$ cat src/rtl/tdm_pkg.sv
// Shared definitions for the TDM link: channel count, slot width, alignment
// states and the slot-to-channel order used by both transmitter and receiver.
package tdm_pkg;

  localparam int unsigned NUM_CH = 16;
  localparam int unsigned SEL_W  = 4;

  localparam logic [SEL_W-1:0] FIRST_SLOT = '0;
  localparam logic [SEL_W-1:0] LAST_SLOT  = SEL_W'(NUM_CH - 1);

  typedef enum logic {
    HUNT   = 1'b0,
    LOCKED = 1'b1
  } state_t;

  // Slot k carries channel k on both ends of the link.
  function automatic logic [SEL_W-1:0] slot_to_ch(input logic [SEL_W-1:0] s);
    return s;
  endfunction

endpackage

$ cat src/rtl/tdm_slot_counter.sv
// Slot index counter shared by the TDM transmitter and receiver.
// load0 has priority over load1, which has priority over inc.
module tdm_slot_counter
  import tdm_pkg::*;
(
  input  logic             clk,
  input  logic             rst,
  input  logic             inc,
  input  logic             load0,
  input  logic             load1,
  output logic [SEL_W-1:0] count,
  output logic             wrap
);

  logic [SEL_W-1:0] r_count;

  always_ff @(posedge clk or posedge rst) begin
    if (rst) begin
      r_count <= '0;
    end else if (load0) begin
      r_count <= '0;
    end else if (load1) begin
      r_count <= SEL_W'(1);
    end else if (inc) begin
      r_count <= r_count + 1'b1;
    end
  end

  assign count = r_count;
  assign wrap  = (r_count == LAST_SLOT);

endmodule

$ cat src/rtl/tdm_demux_16ch.sv
// 16-channel TDM receiver: aligns on frame_sync, collects one bit per slot
// into a shadow register and publishes each complete frame with a valid pulse.
module tdm_demux_16ch
  import tdm_pkg::*;
(
  input  logic              clk,
  input  logic              rst,
  input  logic              din,
  input  logic              din_valid,
  input  logic              frame_sync,
  output logic [NUM_CH-1:0] dout,
  output logic              dout_valid,
  output logic [SEL_W-1:0]  slot,
  output logic              locked,
  output logic              sync_err
);

  state_t r_state;
  state_t w_state_nxt;

  // The last slot's bit goes straight into dout, so shadow holds slots 0..14 only.
  logic [NUM_CH-2:0] r_shadow;
  logic [NUM_CH-1:0] r_dout;
  logic              r_dout_valid;
  logic              r_locked;
  logic              r_sync_err;

  logic [SEL_W-1:0]  w_slot;
  logic              w_wrap;
  logic              w_inc;
  logic              w_load0;
  logic              w_load1;
  logic              w_sh_we;
  logic [SEL_W-1:0]  w_sh_idx;
  logic              w_done;
  logic              w_err;

  tdm_slot_counter u_slot_counter (
    .clk   (clk),
    .rst   (rst),
    .inc   (w_inc),
    .load0 (w_load0),
    .load1 (w_load1),
    .count (w_slot),
    .wrap  (w_wrap)
  );

  always_ff @(posedge clk or posedge rst) begin
    if (rst) begin
      r_state <= HUNT;
    end else begin
      r_state <= w_state_nxt;
    end
  end

  always_comb begin
    w_state_nxt = r_state;
    w_inc       = 1'b0;
    w_load0     = 1'b0;
    w_load1     = 1'b0;
    w_sh_we     = 1'b0;
    w_done      = 1'b0;
    w_err       = 1'b0;
    if (din_valid) begin
      case (r_state)
        HUNT: begin
          if (frame_sync) begin
            w_sh_we     = 1'b1;
            w_load1     = 1'b1;
            w_state_nxt = LOCKED;
          end
        end
        LOCKED: begin
          if (frame_sync) begin
            // Early sync restarts the frame at this beat; partial bits are overwritten.
            w_err   = (w_slot != FIRST_SLOT);
            w_sh_we = 1'b1;
            w_load1 = 1'b1;
          end else if (w_slot == FIRST_SLOT) begin
            w_err       = 1'b1;
            w_load0     = 1'b1;
            w_state_nxt = HUNT;
          end else if (w_wrap) begin
            w_done  = 1'b1;
            w_load0 = 1'b1;
          end else begin
            w_sh_we = 1'b1;
            w_inc   = 1'b1;
          end
        end
        default: begin
          w_state_nxt = HUNT;
        end
      endcase
    end
  end

  assign w_sh_idx = frame_sync ? slot_to_ch(FIRST_SLOT) : slot_to_ch(w_slot);

  always_ff @(posedge clk or posedge rst) begin
    if (rst) begin
      r_shadow <= '0;
    end else if (w_sh_we) begin
      r_shadow[w_sh_idx] <= din;
    end
  end

  always_ff @(posedge clk or posedge rst) begin
    if (rst) begin
      r_dout       <= '0;
      r_dout_valid <= 1'b0;
      r_locked     <= 1'b0;
      r_sync_err   <= 1'b0;
    end else begin
      if (w_done) begin
        r_dout <= {din, r_shadow};
      end
      r_dout_valid <= w_done;
      r_locked     <= (w_state_nxt == LOCKED);
      r_sync_err   <= w_err;
    end
  end

  assign dout       = r_dout;
  assign dout_valid = r_dout_valid;
  assign slot       = w_slot;
  assign locked     = r_locked;
  assign sync_err   = r_sync_err;

endmodule

$ cat config.mk
export PLATFORM = sky130hd
export DESIGN_NAME = tdm_demux_16ch
export DESIGN_NICKNAME = d
export VERILOG_FILES = /design/src/rtl/tdm_pkg.sv /design/src/rtl/tdm_slot_counter.sv /design/src/rtl/tdm_demux_16ch.sv
export SDC_FILE = /design/constraint.sdc
export NUM_CORES = 1
export LEC_CHECK = 0
export CAP_MARGIN = 20
export CORE_MARGIN = 2
export CORE_UTILIZATION = 35
export CTS_CLUSTER_SIZE = 40
export DETAILED_ROUTE_END_ITERATION = 12
export PLACE_DENSITY = 0.64
export SLEW_MARGIN = 20
export SYNTH_ARGS = -nofsm -noshare
export SYNTH_HDL_FRONTEND = slang
export SYNTH_SLANG_ARGS = --single-unit
$ cat constraint.sdc
create_clock -name clk -period 2.35 [get_ports clk]
set_input_delay 0.3525 -clock clk [delete_from_list [all_inputs] [get_ports clk]]
set_output_delay 0.3525 -clock clk [all_outputs]
set_load 0.05 [all_outputs]
==> flow_metrics.py <==
metrics = {
    "logic_synthesis": {
        "yosysWarnings": 0,
        "synthCells": 133,
        "synth-seq-area-share": 0.531,
        "synth_area_leaders": "dfrtp_1, mux2_1, mux2_2, and4bb_1, ha_1",
        "ys_seq_elements": 38,
        "syn_area_sq_um": 1790,
        "synthDominantCellAreaShare": 0.531,
        "yosysTopAreaCell": "dfrtp_1",
        "postSynthAreaPerCell_sq_um": 13.5,
        "synth.distinct_cells": 39,
        "mappedNetlistNets": 141,
    },
    "clock_tree": {
        "path_clk_slew_ns": 0.08,
        "cts_tree": "yes",
        "clk_latency_ns": 0.29,
        "postCtsHoldBufs": 0,
        "post-cts-setup-buffers": 0,
        "cts_inserted_buffers": 5,
        "cts_sinks": 38,
        "cts_resized": 0,
        "clockBufferDepth": 2,
        "root_buffer": "clkbuf_8",
        "htree_levels": 2,
    },
    "sta": {
        "skew_ns": 0.00595,
        "final_hold_viol_count": 0,
        "rsz0062_at_grt": "false",
        "worst_pin_slew_ns": 0.517,
        "slew_headroom": 0.654,
        "slew_violations": 0,
        "max_clock_freq_ghz": 0.451,
        "setup_viol": 0,
        "fin_tns_setup_ns": 0,
        "fin_crit_sh": 0.943,
        "fin_ws_ns": 0.134,
        "min_period_ns": 2.22,
    },
    "setup_path": {
        "crit_chain": "clkdlybuf4s50_1",
        "crit_type": "flip-flop to output port",
        "path_delay_family": "buffers and inverters",
        "cp.arrival_ns": 1.86,
        "cp_data_required_time_ns": 2.00,
        "crit_path_start_kind": "flip-flop",
        "critPathMaxFanout": 17,
        "slowest_delay_ns": 0.91,
        "critical_path.endpoint_type": "output port",
        "crit_buf_inv": 1,
        "slowest_stage": "clkdlybuf4s50_1",
    },
    "routing": {
        "drtIter0Drc": 95,
        "drt_pass1_iterations": 4,
        "wl_mm": 3.33,
        "via_per_inst": 4.84,
        "antenna_left": 0,
        "vias": 1117,
        "wl_per_cell_um": 14.4,
        "drc": 0,
    },
    "status": {
        "status": "finished, final reports clean",
    },
    "power_and_ir_drop": {
        "power_leakage_nw": 1.06,
        "power.density_nw_per_um2": 970,
        "ir_drop_v": 0.000397,
    },
    "placement": {
        "dp_slack_ns": 0.189,
        "io_buffers": 27,
        "dpl_cell_area_sq_um": 2100,
        "gp_congestion": 0.784,
        "dpl.hpwl_mm": 2.38,
    },
    "grt": {
        "grt_pass1_vias": 1165,
        "grt_max_degree": 39,
        "grt_pass1_wl_mm": 5.89,
        "antenna_found_initial": 0,
        "grt_usage": 0.137,
        "overflow": 0,
    },
    "floorplanning": {
        "start_util": 0.358,
        "die_w_um": 75.6,
        "core_area_sq_um": 5010,
        "ios": 28,
        "rows": 26,
        "die_h_um": 75.6,
        "dieArea_sq_um": 5710,
    },
    "run": {
        "cap_viol_max_count": 0,
    },
    "finish": {
        "final_layout_size_suffix_gt1_frac": 0.211,
        "final_nets": 168,
        "antennaDiodeCount": 0,
        "area_delta_synth_final_pct": 25.2,
        "finish.instance_area_sq_um": 2240,
    },
    "min_path": {
        "min_path_type": "input port to async pin",
    },
}
-- worst min-delay path, stage by stage --
cell	delay, ns
clkdlybuf4s50_1	0.40
inv_1	0.05
buf_4	0.40
-- final timing paths --
check / startpoint / end / slack (ns) / depth (start not counted)
setup / recovery: u_slot_counter.count[2] / slot[2] / 0.13 / 1
hold / removal: rst / r_shadow[13] / 0.47 / 3
setup reg to reg: u_slot_counter.count[0] / r_shadow[2] / 0.45 / 5
hold reg to reg: dout[9] / dout[9] / 0.49 / 1
max in group asynchronous: rst / u_slot_counter.count[1] / 1.55 / 3
min in group clk: dout[9] / dout[9] / 0.49 / 1
-- metrics by stage --
stage / std cells / hold WS, ns / power (mW) / util
after floorplan: 133 / 0.452 / 1.36 / -
after global placement: 223 / 0.469 / 1.50 / 0.419
after detailed placement: 223 / 0.472 / 1.51 / 0.419
after CTS: 231 / 0.490 / 2.20 / 0.448
after global routing: 231 / 0.501 / 2.30 / 0.448
final: 231 / 0.474 / 2.18 / 0.448
-- Yosys cell counts --
master	count
mux2_2	15
nand3b_1	1
nand4_1	2
nand3_1	1
buf_6	2
clkbuf_1	1
inv_1	6
nand2b_1	2
nor3_2	2
nor4_1	1
nor2_1	3
and3_1	1
nand4b_4	1
or3b_4	1
mux2_1	16
nand4b_1	1
a31oi_1	1
o31ai_1	1
nand2_1	3
a22oi_1	2
ha_1	3
buf_4	3
nand2_2	1
nor3_1	6
nand4bb_1	1
nor4b_2	1
and3b_1	1
dfrtp_1	38
a22o_1	1
o2bb2ai_1	1
o21ai_0	2
nor3b_1	1
a31o_2	1
nor3_4	1
o41ai_1	1
and4bb_1	3
nor2_8	1
a21oi_1	1
buf_2	3
-- power by group --
group	internal (mW)	switching, mW
registers	0.761	0.147
logic	0.241	0.349
clock network	0.453	0.225
-- logic make-up (layout without fill, tap and decap cells) --
kind of cell | count (synthesis) | in the layout | synth area share
and+or+nand+nor | 35 | 35 | 0.161
DFF | 38 | 38 | 0.531
muxes | 31 | 31 | 0.195
buffers and inverters | 15 | 43 | 0.0482
AOI/OAI and AO/OA | 11 | 11 | 0.0440
adders and majority gates | 3 | 3 | 0.0210
-- final cells by class --
| type | instances | area [sq um] |
|---|---|---|
| Fill cell | 475 | 2770 |
| Multi-Input combinational cell | 80 | 754 |
| Inverter | 6 | 22.5 |
| Tap cell | 70 | 87.6 |
| Clock inverter | 2 | 60.1 |
| Sequential cell | 38 | 951 |
| Clock buffer | 6 | 82.6 |
| Timing Repair Buffer | 29 | 285 |
-- per-layer routing --
layer	vias to the layer above	share of wire	track usage	routed length (um)
li1	540	-	-	-
met3	5	0.041	0.0370	137
met4	0	0.014	0.0546	48
met1	548	0.47	0.186	1570
met5	-	0	0	0
met2	24	0.47	0.211	1580
-- cell usage in the layout (no fill, tap or decap), drive strengths merged, types with 3 or more instances in the layout --
cell type / instances
nor2: 4
nor3: 9
dfrtp: 38
and4bb: 3
clkbuf: 6
inv: 6
nand2: 4
clkdlybuf4s50: 27
ha: 3
mux2: 31
-- state kept, by name, indices dropped and copies added (netlist names) --
| name | flops |
|---|---|
| dout_valid | 1 |
| u_slot_counter.count | 4 |
| r_shadow | 15 |
| dout | 16 |
| sync_err | 1 |
| locked | 1 |
Note: power is estimated with default switching activity, not from simulation.
